File: config.mk
export PLATFORM = sky130hd
export DESIGN_NAME = keypad_scanner
export DESIGN_NICKNAME = d
export VERILOG_FILES = /design/src/rtl/keypad_pkg.sv /design/src/rtl/scan_tick.sv /design/src/rtl/keypad_scanner.sv
export SDC_FILE = /design/constraint.sdc
export NUM_CORES = 1
export LEC_CHECK = 0
export CAP_MARGIN = 10
export CORE_MARGIN = 1
export CORE_UTILIZATION = 25
export CTS_CLUSTER_SIZE = 25
export DETAILED_ROUTE_END_ITERATION = 7
export HOLD_SLACK_MARGIN = 0.05
export PLACE_DENSITY_LB_ADDON = 0.05
export SLEW_MARGIN = 0
export SYNTH_ARGS = -nofsm -noshare
export SYNTH_HDL_FRONTEND = slang
export SYNTH_SLANG_ARGS = --single-unit
File: constraint.sdc
create_clock -name clk -period 7.4 [get_ports clk]
set_input_delay 0.74 -clock clk [delete_from_list [all_inputs] [get_ports clk]]
set_output_delay 0.74 -clock clk [all_outputs]
set_load 0.02 [all_outputs]
File: src/rtl/keypad_pkg.sv
// keypad_pkg: shared keypad constants, key indices, column states and key encoder.
package keypad_pkg;
  localparam int NUM_ROWS = 4;
  localparam int NUM_COLS = 3;
  localparam logic [3:0] KEY_NONE = 4'hF;
  localparam logic [3:0] KEY_1 = 4'd0;
  localparam logic [3:0] KEY_2 = 4'd1;
  localparam logic [3:0] KEY_3 = 4'd2;
  localparam logic [3:0] KEY_4 = 4'd3;
  localparam logic [3:0] KEY_5 = 4'd4;
  localparam logic [3:0] KEY_6 = 4'd5;
  localparam logic [3:0] KEY_7 = 4'd6;
  localparam logic [3:0] KEY_8 = 4'd7;
  localparam logic [3:0] KEY_9 = 4'd8;
  localparam logic [3:0] KEY_STAR = 4'd9;
  localparam logic [3:0] KEY_0 = 4'd10;
  localparam logic [3:0] KEY_HASH = 4'd11;
  typedef enum logic [1:0] {COL0, COL1, COL2} col_e;
  function automatic logic [3:0] key_encode(input logic [NUM_ROWS*NUM_COLS-1:0] k);
    key_encode = KEY_NONE;
    for (int i = 0; i < NUM_ROWS*NUM_COLS; i++)
      if (k[i]) key_encode = 4'(i);
  endfunction
endpackage

File: src/rtl/scan_tick.sv
// scan_tick: column dwell counter, pulses tick on its terminal count.
module scan_tick #(
  parameter int SCAN_DIV = 5000
) (
  input  logic clk,
  input  logic rst,
  output logic tick
);
  localparam int W = $clog2(SCAN_DIV);
  logic [W-1:0] cnt_q, cnt_d;
  assign tick = cnt_q == W'(SCAN_DIV - 1);
  always_comb cnt_d = tick ? '0 : cnt_q + W'(1);
  always_ff @(posedge clk or negedge rst)
    if (!rst) cnt_q <= '0;
    else cnt_q <= cnt_d;
endmodule

File: src/rtl/keypad_scanner.sv
// keypad_scanner: 3x4 keypad column scan with ghost reject, frame debounce
// and one-hot key output with a new-key strobe.
module keypad_scanner
  import keypad_pkg::*;
#(
  parameter int SCAN_DIV       = 5000,
  parameter int DEBOUNCE_SCANS = 4
) (
  input  logic        clk,
  input  logic        rst,
  input  logic [3:0]  key_row,
  output logic [2:0]  key_col,
  output logic [11:0] key_data,
  output logic [3:0]  key_code,
  output logic        key_valid
);
  localparam int SW = $clog2(DEBOUNCE_SCANS + 1);
  localparam int NK = NUM_ROWS * NUM_COLS;
  logic tick, frame_done, accept;
  logic [NUM_ROWS-1:0] row_s1_q, row_s2_q;
  col_e col_q, col_d;
  logic [NK-1:0] frame_q, frame_d, clean, cand_q, cand_d, key_data_q, key_data_d;
  logic [SW-1:0] stable_q, stable_d;
  logic key_valid_q, key_valid_d;

  scan_tick #(.SCAN_DIV(SCAN_DIV)) u_scan_tick (.clk(clk), .rst(rst), .tick(tick));

  always_comb begin
    frame_d = frame_q;
    if (tick)
      for (int r = 0; r < NUM_ROWS; r++) frame_d[r*NUM_COLS + int'(col_q)] = row_s2_q[r];
    frame_done = tick && col_q == COL2;
    // more than one bit set means a multi-key press or ghost: treat as no key
    clean = |(frame_d & (frame_d - NK'(1))) ? '0 : frame_d;
    cand_d = frame_done ? clean : cand_q;
    stable_d = !frame_done ? stable_q :
               clean != cand_q ? SW'(1) :
               stable_q == SW'(DEBOUNCE_SCANS) ? stable_q : stable_q + SW'(1);
    accept = frame_done && stable_d == SW'(DEBOUNCE_SCANS) && cand_d != key_data_q;
    key_data_d = accept ? cand_d : key_data_q;
    key_valid_d = accept && |cand_d;
    col_d = !tick ? col_q : col_q == COL0 ? COL1 : col_q == COL1 ? COL2 : COL0;
  end

  always_ff @(posedge clk or negedge rst)
    if (!rst) begin
      row_s1_q <= '0;
      row_s2_q <= '0;
      col_q <= COL0;
      frame_q <= '0;
      cand_q <= '0;
      stable_q <= '0;
      key_data_q <= '0;
      key_valid_q <= 1'b0;
    end else begin
      row_s1_q <= key_row;
      row_s2_q <= row_s1_q;
      col_q <= col_d;
      frame_q <= frame_d;
      cand_q <= cand_d;
      stable_q <= stable_d;
      key_data_q <= key_data_d;
      key_valid_q <= key_valid_d;
    end

  assign key_col = col_q == COL0 ? 3'b001 : col_q == COL1 ? 3'b010 : 3'b100;
  assign key_data = key_data_q;
  assign key_valid = key_valid_q;
  assign key_code = key_encode(key_data_q);
endmodule

# After elaboration in Yosys (flattened, before gate mapping)
# Cells that the tools add are included.
# classes
eq_ne	7
add_sub_neg	6
magnitude_cmp	8
n_mux	35
n_reduce_logical	11
bitwise	1
# ops
cell	count
bitwise mux 12 bit	4
two-way mux 4 bit	12
two-way mux 12 bit	3
inequality test 12 bit	2
OR reduction 12 bit	2
two-way mux 3 bit	5
adder 13 x 1 -> 13 bit, second input constant	1
== test 13 bit, second input constant	1
two-way mux 13 bit	1
AND 12 bit	1
demux 1 bit (select 4 bit)	3
subtractor 12 x 1 -> 12 bit, second input constant	1
logical AND 1 bit	8
== test 3 bit, second input constant	2
adder 4 x 2 -> 5 bit, first input constant	1
greater-or-equal comparator 5 x 1 -> 1 bit, second input constant	1
< comparator 2 x 5 -> 1 bit, second input constant	1
< comparator 3 x 5 -> 1 bit, second input constant	1
< comparator 4 x 5 -> 1 bit, second input constant	1
< comparator 5 bit, second input constant	1
adder 3 x 2 -> 4 bit, first input constant	1
greater-or-equal comparator 4 x 1 -> 1 bit, second input constant	1
two-way mux 1 bit	4
two-way mux 2 bit	2
other kinds (8)	8
# word_totals
in_bits	6
reg_bits	63
word_cells	77
out_inout_bits	20

# Longest topological paths before layout
# logic_depth
ltp_word	20
mapped_depth	15

# Modules after synthesis
# From an unflattened synthesis, not the netlist that was laid out.
# hier_totals
hier_cells	408
hier_area_um2	4018.9
# by_module_without_submodules
mod	seq_area_each_um2	area_per_inst_um2	cells_each	instances
keypad_scanner	1251.2	3410.8	354	1
scan_tick	325.3	608.1	54	1

# Worst setup path before layout
# No wires, ideal clock.
# synth_path
kind	register to register
from	register u_scan_tick.cnt_q[3]
to	register key_data_q[2] (netlist: key_data[2])
period_less_slack_ns	4.520
arrival_ns	4.393
stages_incl_launch_ff	14
t_required_ns	7.272
slack_ns	2.880
path_buffers	2
path_cell_list	dfrtp_1 or4_4 nor3_2 buf_6 mux2i_2 nand3_1 o32a_1 a2111o_1 a2111oi_1 a311o_1 nand4_2 a2111oi_4 buf_6 mux2_1
# synth_between
elab_chain_len	12
word_cells_on_any_way	15
cone_classes	add/sub: 1; eq/ne: 4; mux: 5; bitwise: 1; reduce/logical: 4
# synth_rtl
item	line_no	text
start, declared	scan_tick.sv:10	logic [W-1:0] cnt_q, cnt_d;
start signal, assigned	scan_tick.sv:15	else cnt_q <= cnt_d;
== test 13 bit (*)	scan_tick.sv:11	assign tick = cnt_q == W'(SCAN_DIV - 1);
two-way mux 12 bit	keypad_scanner.sv:30	if (tick)
subtractor 12 x 1 -> 12 bit	keypad_scanner.sv:34	clean = |(frame_d & (frame_d - NK'(1))) ? '0 : frame_d;
AND 12 bit	keypad_scanner.sv:34	
OR reduction 12 bit	keypad_scanner.sv:34	
two-way mux 12 bit	keypad_scanner.sv:34	
inequality test 12 bit	keypad_scanner.sv:37	clean != cand_q ? SW'(1) :
two-way mux 3 bit	keypad_scanner.sv:37	
two-way mux 3 bit	keypad_scanner.sv:36	stable_d = !frame_done ? stable_q :
== test 3 bit	keypad_scanner.sv:39	accept = frame_done && stable_d == SW'(DEBOUNCE_SCANS) && cand_d != key_data_q;
logical AND 1 bit (2 in a row)	keypad_scanner.sv:39	
end signal, assigned	keypad_scanner.sv:62	key_data_q <= key_data_d;
end, declared	keypad_scanner.sv:22	logic [NK-1:0] frame_q, frame_d, clean, cand_q, cand_d, key_data_q, key_data_d;
# Every way passes the cells marked *; elsewhere a longest branch is shown, timed or not.
# A chain may end at the register's enable or synchronous reset.

# Worst setup path after layout
# Ends and elaborated chain as after synthesis.

==> results.md <==
- Status: completed
- Vert. Die Dim: 126 µm
- Post-DR vias/cell: 5.01
- Detailed Route Iter0 Violations: 219
- Final min period: 5.79 ns
- Final setup fails: 0
- Core Footprint: 15100 µm²
- Residual DRC: 0
- Final Cycle Share: 0.782
- Gr ovfl total: 0
- Mapped Cells: 402
- Root Driver: clkbuf_16
- Critical path type: reg2reg
- Area delta synth->final: 18.9%
- Predominant post-synthesis flop cell: dfrtp_1
- Post-synth top area cell: dfrtp_1
- Slew HR: 0.357
- Utilization after layout: 0.304
- Area of the mapped netlist: 3870 µm²
- Post-detail-place hpwl: 8.38 mm
- Drt total wl: 11.7 mm
- Seq/Total Area, Yosys: 0.407
- CP max-delay cell: a2111oi_4
- Post-synth EDFFs: 0
- TNS Setup: 0 ns
- Most common cell after layout, fill and taps aside: dfrtp_1
- Synth top area share: 0.407
- Synth Register Bits: 63
- Initial antenna violation count: 0
- Crit. End Element: register
- Vias in the first global route: 3308
- Die area: 16000 µm²
- Max Cap Viol: 0
- Fillers: 1587
- ANT cells: 0
- Max-slew violation count: 0
- Peak supply drop: 0.105 mV
- Syn_nets: 418
- DR WL/cell: 18.9 µm
- Top Ports: 26
- Worst EP arrival: 6.00 ns
- Power per cell area: 174 nW/µm²
- Final nets: 442
- CTS tree: built
- Overall Power: 0.803 mW
- Clock Sinks: 63
- First-pass GRT wire length: 19.3 mm
- Worst Path Required: 7.61 ns
- Element type at the critical path start: register
- Synth area leaders: dfrtp_1 41%, mux2_1 4.4%, nand2_1 3.6%
- Placed Instances: 603
- Met2 Use GR: 0.247
- CP delay by family, top: compound AO/OA/AOI/OAI gates
- FMAX: 0.173 GHz
- Finished Layout Cells: 619
- Fraction of layout cells with a size suffix above 1: 0.0951
- DR pass1 iterations: 4
- Starting density of the core: 0.256
- GRT met3 Usage: 0.0422
- Measured slew at the worst slew-check pin: 0.965 ns
- Clock skew: 0.00962 ns
- RSZ-0062 raised after global routing: false
- CP max FO: 13
- Post-CTS Setup Bufs: 0
- Skew-Pair Late Insertion Delay: 0.34 ns
- Most frequent cells in the layout: 63 x dfrtp_1, 37 x nor2_1, 37 x nand2_1, 24 x clkdlybuf4s50_1, 20 x nand3_1
- Remaining antenna violation count: 0
- Vias: 3101
- IO Port Bufs: 25
- Worst Path Buf+Inv: 1
- Largest net degree at the start of global routing: 64
- Global route hottest layer: met2
- Yosys Warn Count: 0
- CTS clk-pin slew, worst paths: 0.06 ns
- Worst hold path type: reg2reg
- Gp weighted congestion: 0.782
- Number of distinct library cells after synthesis: 70
- PostCTS Resize Cnt: 0
- Row Count: 45
- CTS Buffer Depth: 2
- Cell breakdown of the critical path: or4_4 -> nor3_2 -> buf_4 -> mux2i_1 -> nand3_1 -> o32a_1 -> a2111o_1 -> a2111oi_1 -> a311o_1 -> nand4_2 -> a2111oi_4 -> mux2_1
- Synth Area per Inst: 9.64 µm²
- CTS H-Tree Depth: 3
- CTS hold repair buffers: 0
- CP peak stage delay: 0.88 ns
- Post-synth ARST share: 1.00
- Grt met1 use: 0.219
- Leak: 2.02 nW
- CTS Buf Count: 9
- Total track usage: 0.161
- Endpoints failing hold: 0
- Die W: 126 µm
==> logic make-up after synthesis <==
logic type / Yosys count / share of synthesized area
and+or+nand+nor: 144 / 0.191
adders and majority gates: 10 / 0.0323
muxes: 35 / 0.103
xor gates and xnor gates: 26 / 0.0588
AOI/OAI and AO/OA: 88 / 0.166
DFF: 63 / 0.407
buffers and inverters: 36 / 0.0417
==> per-stage QoR <==
step / setup slack [ns] / hold WS, ns / area, µm²
2_1_floorplan: 2.88 / 0.331 / 3870
3_3_place_gp: 1.76 / 0.344 / 4290
3_5_place_dp: 1.61 / 0.336 / 4290
4_1_cts: 1.56 / 0.359 / 4600
5_1_grt: 1.13 / 0.366 / 4600
6_report: 1.61 / 0.356 / 4600
==> routing by layer <==
layer | routed length [µm] | vias up
met2 | 5320 | 62
li1 | - | 1526
met5 | 0 | -
met3 | 517 | 9
met1 | 5710 | 1504
met4 | 131 | 0
==> cell usage after synthesis, types with 3 or more instances <==
library cell	number
nor4_1	8
buf_2	3
nand4_1	3
xnor2_1	14
clkbuf_1	8
o21ai_1	4
or3_1	3
dfrtp_1	63
nor2_1	37
a21oi_1	13
inv_1	18
mux2_1	15
and2_1	3
o31ai_1	9
nor3_1	9
a221oi_1	4
o22ai_1	8
ha_1	10
inv_2	3
mux2i_2	4
o21ai_0	16
o21bai_1	3
nand2_1	37
or4_1	3
a32oi_1	3
buf_6	3
nand2b_1	4
xor2_1	12
nand3_1	20
mux2i_1	13
o31a_1	3
==> worst paths after layout <==
check | from | endpoint | cells past startpoint | slack (ns)
max in group asynchronous | rst | frame_q[5]$_DFF_PN0_ | 2 | 6.25
hold reg to reg | row_s1_q[0]$_DFF_PN0_ | row_s2_q[0]$_DFF_PN0_ | 0 | 0.36
setup reg to reg | u_scan_tick.cnt_q[3]$_DFF_PN0_ | key_data[2]$_DFFE_PN0P_ | 12 | 1.61
setup / recovery | u_scan_tick.cnt_q[3]$_DFF_PN0_ | key_data[2]$_DFFE_PN0P_ | 12 | 1.61
min in group asynchronous | rst | row_s2_q[1]$_DFF_PN0_ | 2 | 0.59
hold / removal | row_s1_q[0]$_DFF_PN0_ | row_s2_q[0]$_DFF_PN0_ | 0 | 0.36
==> registers in the layout (all words and copies together) (netlist names) <==
register           cells
key_valid              1
row_s1_q               4
frame_q               12
key_data              12
row_s2_q               4
u_scan_tick.cnt_q     13
cand_q                12
col_q                  2
stable_q               3
==> power by group <==
| part | internal (mW) | switching [mW] |
|---|---|---|
| Sequential | 0.347 | 0.00249 |
| Combinational | 0.00313 | 0.00802 |
| Clock | 0.280 | 0.163 |
| Total | 0.630 | 0.173 |
==> final cells by class <==
type	instances	area (µm²)	share of cell area
clock buffer	12	256	0.0557
clock inverter	4	53.8	0.0117
timing repair buffer	28	268	0.0582
inverter	21	78.8	0.0171
tap	188	235	0.0511
sequential	63	1580	0.342
multi-input combinational	303	2140	0.464
Note: power is estimated with default switching activity, not from simulation.
